[config.mk]
export PLATFORM = sky130hd
export DESIGN_NAME = legv8_multicycle_ctrl
export DESIGN_NICKNAME = d
export VERILOG_FILES = /design/src/rtl/legv8_ctrl_pkg.sv /design/src/rtl/legv8_instr_decode.sv /design/src/rtl/legv8_multicycle_ctrl.sv
export SDC_FILE = /design/constraint.sdc
export NUM_CORES = 1
export LEC_CHECK = 0
export CAP_MARGIN = 20
export CORE_MARGIN = 2
export CORE_UTILIZATION = 44
export CTS_BUF_LIST = sky130_fd_sc_hd__clkbuf_4 sky130_fd_sc_hd__clkbuf_8 sky130_fd_sc_hd__clkbuf_16
export DETAILED_ROUTE_END_ITERATION = 10
export PLACE_DENSITY = 0.77
export SETUP_SLACK_MARGIN = 0.4
export SYNTH_ARGS = -nofsm -noshare
export SYNTH_HDL_FRONTEND = slang
export SYNTH_SLANG_ARGS = --single-unit
[constraint.sdc]
create_clock -name clock -period 1.6 [get_ports clock]
set_input_delay 0.16 -clock clock [delete_from_list [all_inputs] [get_ports clock]]
set_output_delay 0.16 -clock clock [all_outputs]
set_load 0.01 [all_outputs]
[src/rtl/legv8_ctrl_pkg.sv]
// ============================================================================
// legv8_ctrl_pkg
// Shared types and encodings for the LEGv8 multicycle control unit.
// Revision: 1.0
// ============================================================================
`default_nettype none

package legv8_ctrl_pkg;

    typedef enum logic [2:0] {
        S_IDLE   = 3'd0,
        S_FETCH  = 3'd1,
        S_DECODE = 3'd2,
        S_EXEC   = 3'd3,
        S_MEM    = 3'd4,
        S_BRCHK  = 3'd5,
        S_HALT   = 3'd6
    } state_t;

    typedef enum logic [3:0] {
        C_ILLEGAL, C_RTYPE, C_IMM, C_LDUR, C_STUR,
        C_B, C_CBZ, C_CBNZ, C_BR, C_BCOND
    } iclass_t;

    localparam logic [10:0] OP_ADD  = 11'b10001011000;
    localparam logic [10:0] OP_SUB  = 11'b11001011000;
    localparam logic [10:0] OP_AND  = 11'b10001010000;
    localparam logic [10:0] OP_ORR  = 11'b10101010000;
    localparam logic [10:0] OP_ADDS = 11'b10101011000;
    localparam logic [10:0] OP_SUBS = 11'b11101011000;
    localparam logic [10:0] OP_LDUR = 11'b11111000010;
    localparam logic [10:0] OP_STUR = 11'b11111000000;
    localparam logic [10:0] OP_BR   = 11'b11010110000;
    localparam logic [9:0]  OP_ADDI = 10'b1001000100;
    localparam logic [9:0]  OP_SUBI = 10'b1101000100;
    localparam logic [7:0]  OP_CBZ  = 8'b10110100;
    localparam logic [7:0]  OP_CBNZ = 8'b10110101;
    localparam logic [7:0]  OP_BCOND = 8'b01010100;
    localparam logic [5:0]  OP_B    = 6'b000101;

    // ALU function word is {invA, invB, op[2:0]}
    localparam logic [4:0] FS_AND = 5'b00000;
    localparam logic [4:0] FS_OR  = 5'b00001;
    localparam logic [4:0] FS_ADD = 5'b00010;
    localparam logic [4:0] FS_SUB = 5'b01010;

    localparam logic [1:0] PC_HOLD = 2'd0;
    localparam logic [1:0] PC_INC  = 2'd1;
    localparam logic [1:0] PC_REL  = 2'd2;
    localparam logic [1:0] PC_LOAD = 2'd3;

    localparam logic [1:0] DT_ALU  = 2'd0;
    localparam logic [1:0] DT_REGB = 2'd1;
    localparam logic [1:0] DT_PC   = 2'd2;
    localparam logic [1:0] DT_MEM  = 2'd3;

    localparam int ST_Z = 0;
    localparam int ST_N = 1;
    localparam int ST_C = 2;
    localparam int ST_V = 3;

    localparam logic [3:0] COND_EQ = 4'b0000;
    localparam logic [3:0] COND_NE = 4'b0001;
    localparam logic [3:0] COND_GE = 4'b1010;
    localparam logic [3:0] COND_LT = 4'b1011;

    typedef struct packed {
        iclass_t     cls;
        logic [4:0]  fs;
        logic        c0;
        logic        set_flags;
        logic [4:0]  rd;
        logic [4:0]  rn;
        logic [4:0]  rm;
        logic [3:0]  cond;
        logic [31:0] imm12_zx;
        logic [31:0] imm9_sx;
        logic [31:0] br26_k;
        logic [31:0] br19_k;
    } decode_t;

    typedef struct packed {
        logic        w_reg;
        logic        c0;
        logic        mem_cs;
        logic        mem_write_en;
        logic        ir_load;
        logic        status_load;
        logic        pc_sel;
        logic        b_sel;
        logic        add_tri_sel;
        logic [1:0]  data_tri_sel;
        logic [1:0]  pc_fs;
        logic [4:0]  fs;
        logic [4:0]  sa;
        logic [4:0]  sb;
        logic [4:0]  da;
        logic [31:0] k;
    } ctrl_t;

    function automatic ctrl_t fetch_ctrl();
        ctrl_t c;
        c              = '0;
        c.add_tri_sel  = 1'b1;
        c.mem_cs       = 1'b1;
        c.data_tri_sel = DT_MEM;
        c.ir_load      = 1'b1;
        c.pc_fs        = PC_INC;
        return c;
    endfunction

endpackage

`default_nettype wire

[src/rtl/legv8_instr_decode.sv]
// ============================================================================
// legv8_instr_decode
// Combinational instruction classifier, field extractor and immediate builder.
// Optional B.cond / ADDS / SUBS support under LEGV8_FLAG_BRANCH_EN.
// Revision: 1.0
// ============================================================================
`default_nettype none

module legv8_instr_decode
    import legv8_ctrl_pkg::*;
(
    input  logic [31:0] i_ir,
    output decode_t     o_dec
);

    always_comb begin
        o_dec           = '0;
        o_dec.cls       = C_ILLEGAL;
        o_dec.fs        = FS_AND;
        o_dec.rd        = i_ir[4:0];
        o_dec.rn        = i_ir[9:5];
        o_dec.rm        = i_ir[20:16];
        o_dec.cond      = i_ir[3:0];
        o_dec.imm12_zx  = {20'd0, i_ir[21:10]};
        o_dec.imm9_sx   = {{23{i_ir[20]}}, i_ir[20:12]};
        // Branch offsets absorb the PC+4 already applied during FETCH
        o_dec.br26_k    = {{6{i_ir[25]}}, i_ir[25:0]} - 32'd1;
        o_dec.br19_k    = {{13{i_ir[23]}}, i_ir[23:5]} - 32'd1;

        if (i_ir[31:26] == OP_B) begin
            o_dec.cls = C_B;
        end else if (i_ir[31:24] == OP_CBZ) begin
            o_dec.cls = C_CBZ;
        end else if (i_ir[31:24] == OP_CBNZ) begin
            o_dec.cls = C_CBNZ;
`ifdef LEGV8_FLAG_BRANCH_EN
        end else if (i_ir[31:24] == OP_BCOND) begin
            o_dec.cls = C_BCOND;
`endif
        end else if (i_ir[31:22] == OP_ADDI) begin
            o_dec.cls = C_IMM;
            o_dec.fs  = FS_ADD;
        end else if (i_ir[31:22] == OP_SUBI) begin
            o_dec.cls = C_IMM;
            o_dec.fs  = FS_SUB;
            o_dec.c0  = 1'b1;
        end else begin
            case (i_ir[31:21])
                OP_ADD:  begin o_dec.cls = C_RTYPE; o_dec.fs = FS_ADD; end
                OP_SUB:  begin o_dec.cls = C_RTYPE; o_dec.fs = FS_SUB; o_dec.c0 = 1'b1; end
                OP_AND:  begin o_dec.cls = C_RTYPE; o_dec.fs = FS_AND; end
                OP_ORR:  begin o_dec.cls = C_RTYPE; o_dec.fs = FS_OR;  end
`ifdef LEGV8_FLAG_BRANCH_EN
                OP_ADDS: begin o_dec.cls = C_RTYPE; o_dec.fs = FS_ADD; o_dec.set_flags = 1'b1; end
                OP_SUBS: begin
                    o_dec.cls       = C_RTYPE;
                    o_dec.fs        = FS_SUB;
                    o_dec.c0        = 1'b1;
                    o_dec.set_flags = 1'b1;
                end
`endif
                OP_LDUR: o_dec.cls = C_LDUR;
                OP_STUR: o_dec.cls = C_STUR;
                OP_BR:   o_dec.cls = C_BR;
                default: o_dec.cls = C_ILLEGAL;
            endcase
        end
    end

endmodule

`default_nettype wire

[src/rtl/legv8_multicycle_ctrl.sv]
// ============================================================================
// legv8_multicycle_ctrl
// Multicycle FSM driving the LEGv8 datapath control word; optional flag-based
// branches (B.cond, ADDS, SUBS) enabled by LEGV8_FLAG_BRANCH_EN.
// Revision: 1.0
// ============================================================================
`default_nettype none

module legv8_multicycle_ctrl
    import legv8_ctrl_pkg::*;
#(
    parameter bit RESET_STATE_IDLE = 1'b1
) (
    input  logic        clock,
    input  logic        reset,
    input  logic        run,
    input  logic [31:0] IR_out,
    input  logic [3:0]  status,
    output logic        w_reg,
    output logic        C0,
    output logic        mem_cs,
    output logic        mem_write_en,
    output logic        IR_load,
    output logic        status_load,
    output logic        PC_sel,
    output logic        B_Sel,
    output logic        add_tri_sel,
    output logic [1:0]  data_tri_sel,
    output logic [1:0]  PC_FS,
    output logic [4:0]  FS,
    output logic [1:0]  size,
    output logic [4:0]  SA,
    output logic [4:0]  SB,
    output logic [4:0]  DA,
    output logic [31:0] k,
    output logic [2:0]  state,
    output logic        halted
);

    decode_t w_dec;
    ctrl_t   w_exec;
    ctrl_t   w_mem;
    ctrl_t   w_brchk;
    ctrl_t   w_after;
    logic    w_taken;
    logic    w_not_taken;
    logic    w_unused;

    state_t  r_state;
    ctrl_t   r_ctrl;
    logic    r_halted;

    legv8_instr_decode u_decode (
        .i_ir  (IR_out),
        .o_dec (w_dec)
    );

    always_comb begin
        w_exec = '0;
        case (w_dec.cls)
            C_RTYPE, C_IMM: begin
                w_exec.sa           = w_dec.rn;
                w_exec.sb           = w_dec.rm;
                w_exec.da           = w_dec.rd;
                w_exec.fs           = w_dec.fs;
                w_exec.c0           = w_dec.c0;
                w_exec.data_tri_sel = DT_ALU;
                w_exec.w_reg        = (w_dec.rd != 5'd31);
                w_exec.status_load  = w_dec.set_flags;
                if (w_dec.cls == C_IMM) begin
                    w_exec.b_sel = 1'b1;
                    w_exec.k     = w_dec.imm12_zx;
                end
            end
            C_LDUR, C_STUR: begin
                w_exec.sa     = w_dec.rn;
                w_exec.b_sel  = 1'b1;
                w_exec.k      = w_dec.imm9_sx;
                w_exec.fs     = FS_ADD;
                w_exec.mem_cs = 1'b1;
                if (w_dec.cls == C_LDUR) begin
                    w_exec.data_tri_sel = DT_MEM;
                    w_exec.da           = w_dec.rd;
                end else begin
                    w_exec.sb           = w_dec.rd;
                    w_exec.data_tri_sel = DT_REGB;
                    w_exec.mem_write_en = 1'b1;
                end
            end
            C_B: begin
                w_exec.pc_sel = 1'b1;
                w_exec.pc_fs  = PC_REL;
                w_exec.k      = w_dec.br26_k;
            end
            C_CBZ, C_CBNZ: begin
                // Rt + 0 through the ALU so the status register reflects Rt == 0
                w_exec.sa          = w_dec.rd;
                w_exec.b_sel       = 1'b1;
                w_exec.fs          = FS_ADD;
                w_exec.status_load = 1'b1;
            end
            C_BR: begin
                w_exec.sa    = w_dec.rn;
                w_exec.pc_fs = PC_LOAD;
            end
            default: ;
        endcase
    end

    always_comb begin
        w_mem       = w_exec;
        w_mem.w_reg = (w_dec.rd != 5'd31);
    end

    always_comb begin
        w_brchk        = '0;
        w_brchk.pc_sel = 1'b1;
        w_brchk.pc_fs  = PC_REL;
        w_brchk.k      = w_dec.br19_k;
    end

    assign w_after = run ? fetch_ctrl() : '0;

    // Flags are only valid once BRCHK is reached, so the decision is made here
    always_comb begin
        w_taken = 1'b0;
        case (w_dec.cls)
            C_CBZ:   w_taken = status[ST_Z];
            C_CBNZ:  w_taken = ~status[ST_Z];
            C_BCOND: begin
                case (w_dec.cond)
                    COND_EQ: w_taken = status[ST_Z];
                    COND_NE: w_taken = ~status[ST_Z];
                    COND_LT: w_taken = status[ST_N] ^ status[ST_V];
                    COND_GE: w_taken = ~(status[ST_N] ^ status[ST_V]);
                    default: w_taken = 1'b0;
                endcase
            end
            default: w_taken = 1'b0;
        endcase
    end

    always_ff @(posedge clock or negedge reset) begin
        if (!reset) begin
            r_state  <= RESET_STATE_IDLE ? S_IDLE : S_FETCH;
            r_ctrl   <= '0;
            r_halted <= 1'b0;
        end else begin
            case (r_state)
                S_IDLE: begin
                    r_ctrl <= w_after;
                    if (run) r_state <= S_FETCH;
                end
                S_FETCH: begin
                    // Entering FETCH straight from reset needs one cycle to load the fetch word
                    if (!r_ctrl.ir_load) begin
                        r_ctrl <= fetch_ctrl();
                    end else begin
                        r_ctrl  <= '0;
                        r_state <= S_DECODE;
                    end
                end
                S_DECODE: begin
                    if (w_dec.cls == C_ILLEGAL) begin
                        r_ctrl   <= '0;
                        r_halted <= 1'b1;
                        r_state  <= S_HALT;
                    end else begin
                        r_ctrl  <= w_exec;
                        r_state <= S_EXEC;
                    end
                end
                S_EXEC: begin
                    if (w_dec.cls == C_LDUR) begin
                        r_ctrl  <= w_mem;
                        r_state <= S_MEM;
                    end else if (w_dec.cls == C_CBZ || w_dec.cls == C_CBNZ ||
                                 w_dec.cls == C_BCOND) begin
                        r_ctrl  <= w_brchk;
                        r_state <= S_BRCHK;
                    end else begin
                        r_ctrl  <= w_after;
                        r_state <= run ? S_FETCH : S_IDLE;
                    end
                end
                S_MEM, S_BRCHK: begin
                    r_ctrl  <= w_after;
                    r_state <= run ? S_FETCH : S_IDLE;
                end
                S_HALT: begin
                    r_ctrl   <= '0;
                    r_halted <= 1'b1;
                end
                default: begin
                    r_ctrl  <= '0;
                    r_state <= S_IDLE;
                end
            endcase
        end
    end

    assign w_not_taken  = (r_state == S_BRCHK) && !w_taken;

    assign w_reg        = r_ctrl.w_reg;
    assign C0           = r_ctrl.c0;
    assign mem_cs       = r_ctrl.mem_cs;
    assign mem_write_en = r_ctrl.mem_write_en;
    assign IR_load      = r_ctrl.ir_load;
    assign status_load  = r_ctrl.status_load;
    assign PC_sel       = r_ctrl.pc_sel & ~w_not_taken;
    assign B_Sel        = r_ctrl.b_sel;
    assign add_tri_sel  = r_ctrl.add_tri_sel;
    assign data_tri_sel = r_ctrl.data_tri_sel;
    assign PC_FS        = w_not_taken ? PC_HOLD : r_ctrl.pc_fs;
    assign FS           = r_ctrl.fs;
    assign size         = 2'b11;
    assign SA           = r_ctrl.sa;
    assign SB           = r_ctrl.sb;
    assign DA           = r_ctrl.da;
    assign k            = r_ctrl.k;
    assign state        = r_state;
    assign halted       = r_halted;

    assign w_unused     = status[ST_C];

endmodule

`default_nettype wire

==> reports/metrics.cfg <==
[run_status]
status = finished with violations
violations = negative setup slack

[power]
ir_drop_mv = 0.944
finalPower_mw = 5.27
p_leak_nw = 3.42
p_per_area_nw_per_um2 = 721

[logic_synthesis]
synth_top_area_share = 0.368
yosys_warnings = 0
async_flop_share = 1.00
ys_top_cells_by_area = dfrtp_1 37%, buf_4 10%, nor2_1 4.2%
synth_cells = 464
syn_avg_cell_area_um2 = 8.79
synth_seq_cells = 60
synth_ff_type = dfrtp_1
yosysSeqAreaShare = 0.368
mappedNetlistArea_um2 = 4080
synth_cell_type_count = 64
yosysTopAreaCell = dfrtp_1
synth_edf_count = 0

[critical_path]
reg2regPathDepth = 7
cpPeakStageDelay_ns = 0.58
path_delay_family = simple AND/OR/NAND/NOR gates
critPathArrivalTime_ns = 2.12
cp.depth = 8
end_kind = register
worstPathMaxFanout = 4
start_kind = input pin
path_cells = clkdlybuf4s15_1 > buf_6 > or4b_4 > nor3_4 > nand2_1 > xnor2_1 > a21oi_1 > o22ai_4
crit_type = input pin to register
slowest_stage = or4b_4
cp.required_ns = 1.84
crit_buf_inv = 2

[clock_network]
htree_levels = 3
clockBufferDepth = 2
clock_latency_ns = 0.36
cts_buffers = 9
clock_sinks = 60
cts-root-buf = clkbuf_8
cts_tree = done
clk_pin_slew_ns = 0.07

[routing]
drt_iter0_markers = 272
routed_wl_mm = 15.9
vias = 4491
wl_per_cell_um = 20.2
via_per_inst = 5.73
drc = 0
ant_nets = 0
first_pass_iters = 6

[global_route]
track_usage = 0.299
grt_max_degree = 61
grt-ovfl-total = 0
antenna_found_initial = 0
grt_pass1_vias = 4525
grt_pass1_wl_mm = 23.1

[floorplanning]
die_area_um2 = 10100
die_h_um = 100
die_x_um = 100
rows = 35
start_util = 0.448
core_area_um2 = 9110
io-pin-count = 110

[min_path]
min_path_cells = 3
hold_path_class = input pin to register

[final_layout]
num_antenna_cells = 0
fillers = 557
layout_common_cells = 128 x buf_4, 58 x dfrtp_1, 51 x dlygate4sd2_1
nets = 711
largest_register_ffs = 27
final_common_cell = buf_4
layout-drive-gt1-share = 0.556
syn2layout_area_growth_pct = 79.2

[placement]
dp_worst_setup_slack_ns = -1.03
portBuffers = 102
gp_congestion = 0.898
dp.final_hpwl_mm = 9.79

[sta]
slew_headroom = 0.580
finalSetupTns_ns = -5.24
final.min_clock_period_ns = 1.88
rsz0062_at_grt = yes
setup_ws_ns = -0.279
maxSlewViolCount = 0
skew_ns = 0.0154
finalHoldViolCount = 0
fmax_mhz = 532
period_share = 1.17
worst_pin_slew_ns = 0.630
finalSetupViolCount = 42

[flow_run]
maxCapViolCount = 0

Yosys cell counts, types with 2 or more instances:
cell type and number:
nand3b_4 2, conb_1 2, o22ai_1 20, nand3b_1 2
a21oi_1 24, o211ai_1 2, and2_1 4, nand2_1 42
nor3_2 2, nor4bb_1 3, xor2_1 18, nand3_1 9
a211oi_1 2, a22o_1 3, nor3_1 13, xnor2_1 19
nand4_1 3, ha_1 4, and3_1 3, a221oi_1 5
inv_1 8, or4_1 4, a222oi_1 5, nor2b_1 3
nor2_1 46, buf_4 57, clkbuf_1 26, or3_1 2
and4_1 2, nor4_1 9, o21ai_0 16, buf_6 5
a22oi_1 6, buf_2 4, dfrtp_1 60
worst min-delay path: cells and delay by family:
| family | cells | cell delay (ns) |
|---|---|---|
| AO/OA/AOI/OAI | 1 | 0.10 |
| buffers and inverters | 1 | 0.14 |
| AND/OR/NAND/NOR | 1 | 0.07 |
cell type report:
class,instances,area [um2],area share
Sequential cell,60,1500,0.206
Tap cell,111,139,0.0190
Clock inverter,6,63.8,0.00873
Timing Repair Buffer,284,2630,0.359
Multi-Input combinational cell,305,2800,0.383
Clock buffer,10,138,0.0188
Inverter,8,37.5,0.00514
path summary, 6_finish.rpt:
| path | start | end | slack [ns] |
|---|---|---|---|
| setup / recovery | IR_out[2] | k[12] | -0.28 |
| max in group asynchronous | reset | r_ctrl[53] | 1.00 |
| hold reg to reg | halted | halted | 0.51 |
| setup reg to reg | state[0] | k[23] | 0.01 |
| min in group asynchronous | reset | add_tri_sel | 0.34 |
| hold / removal | IR_out[0] | SA[0] | 0.16 |
layer usage:
layer / track usage / wire length (um) / up-vias
met5: 0 / 0 / -
li1: - / - / 1984
met2: 0.511 / 8070 / 262
met3: 0.0536 / 1230 / 69
met4: 0.151 / 778 / 0
met1: 0.362 / 5790 / 2176
power by group:
part	internal, mW	switching, mW
Sequential	1.60	0.0715
Clock	0.758	0.680
Combinational	1.11	1.05
metrics by stage:
step | utilization | cells | instance area (um2) | hold WS, ns
after floorplan | - | 466 | 4340 | -0.136
after detailed placement | 0.628 | 701 | 5720 | 0.189
after global routing | 0.802 | 784 | 7310 | 0.174
after CTS | 0.746 | 759 | 6800 | 0.157
final | 0.802 | 784 | 7310 | 0.160
after global placement | 0.628 | 701 | 5720 | 0.179
cell families (layout without fill, tap and decap cells):
logic type / Yosys count / in the layout / share of synthesized area
flip-flops: 60 / 60 / 0.368
adder cells (fa/ha/maj): 4 / 4 / 0.0123
multiplexers: 1 / 1 / 0.00245
buffers and inverters: 101 / 308 / 0.156
XOR/XNOR: 37 / 37 / 0.0794
AND/OR/NAND/NOR: 164 / 164 / 0.226
other: 2 / 4 / 0.00184
AO/OA/AOI/OAI: 95 / 95 / 0.154
repair_timing:
item / CTS / global route
buffers inserted: 38 / 23
hold buffers: 1 / 0
gates resized for setup: 357 / 70
gates cloned: 3 / 2
setup endpoints to repair: 126 / 75
endpoints found under the hold margin: 60 / 0
pin swaps: 56 / 32
(Power assumes the default switching activity.)
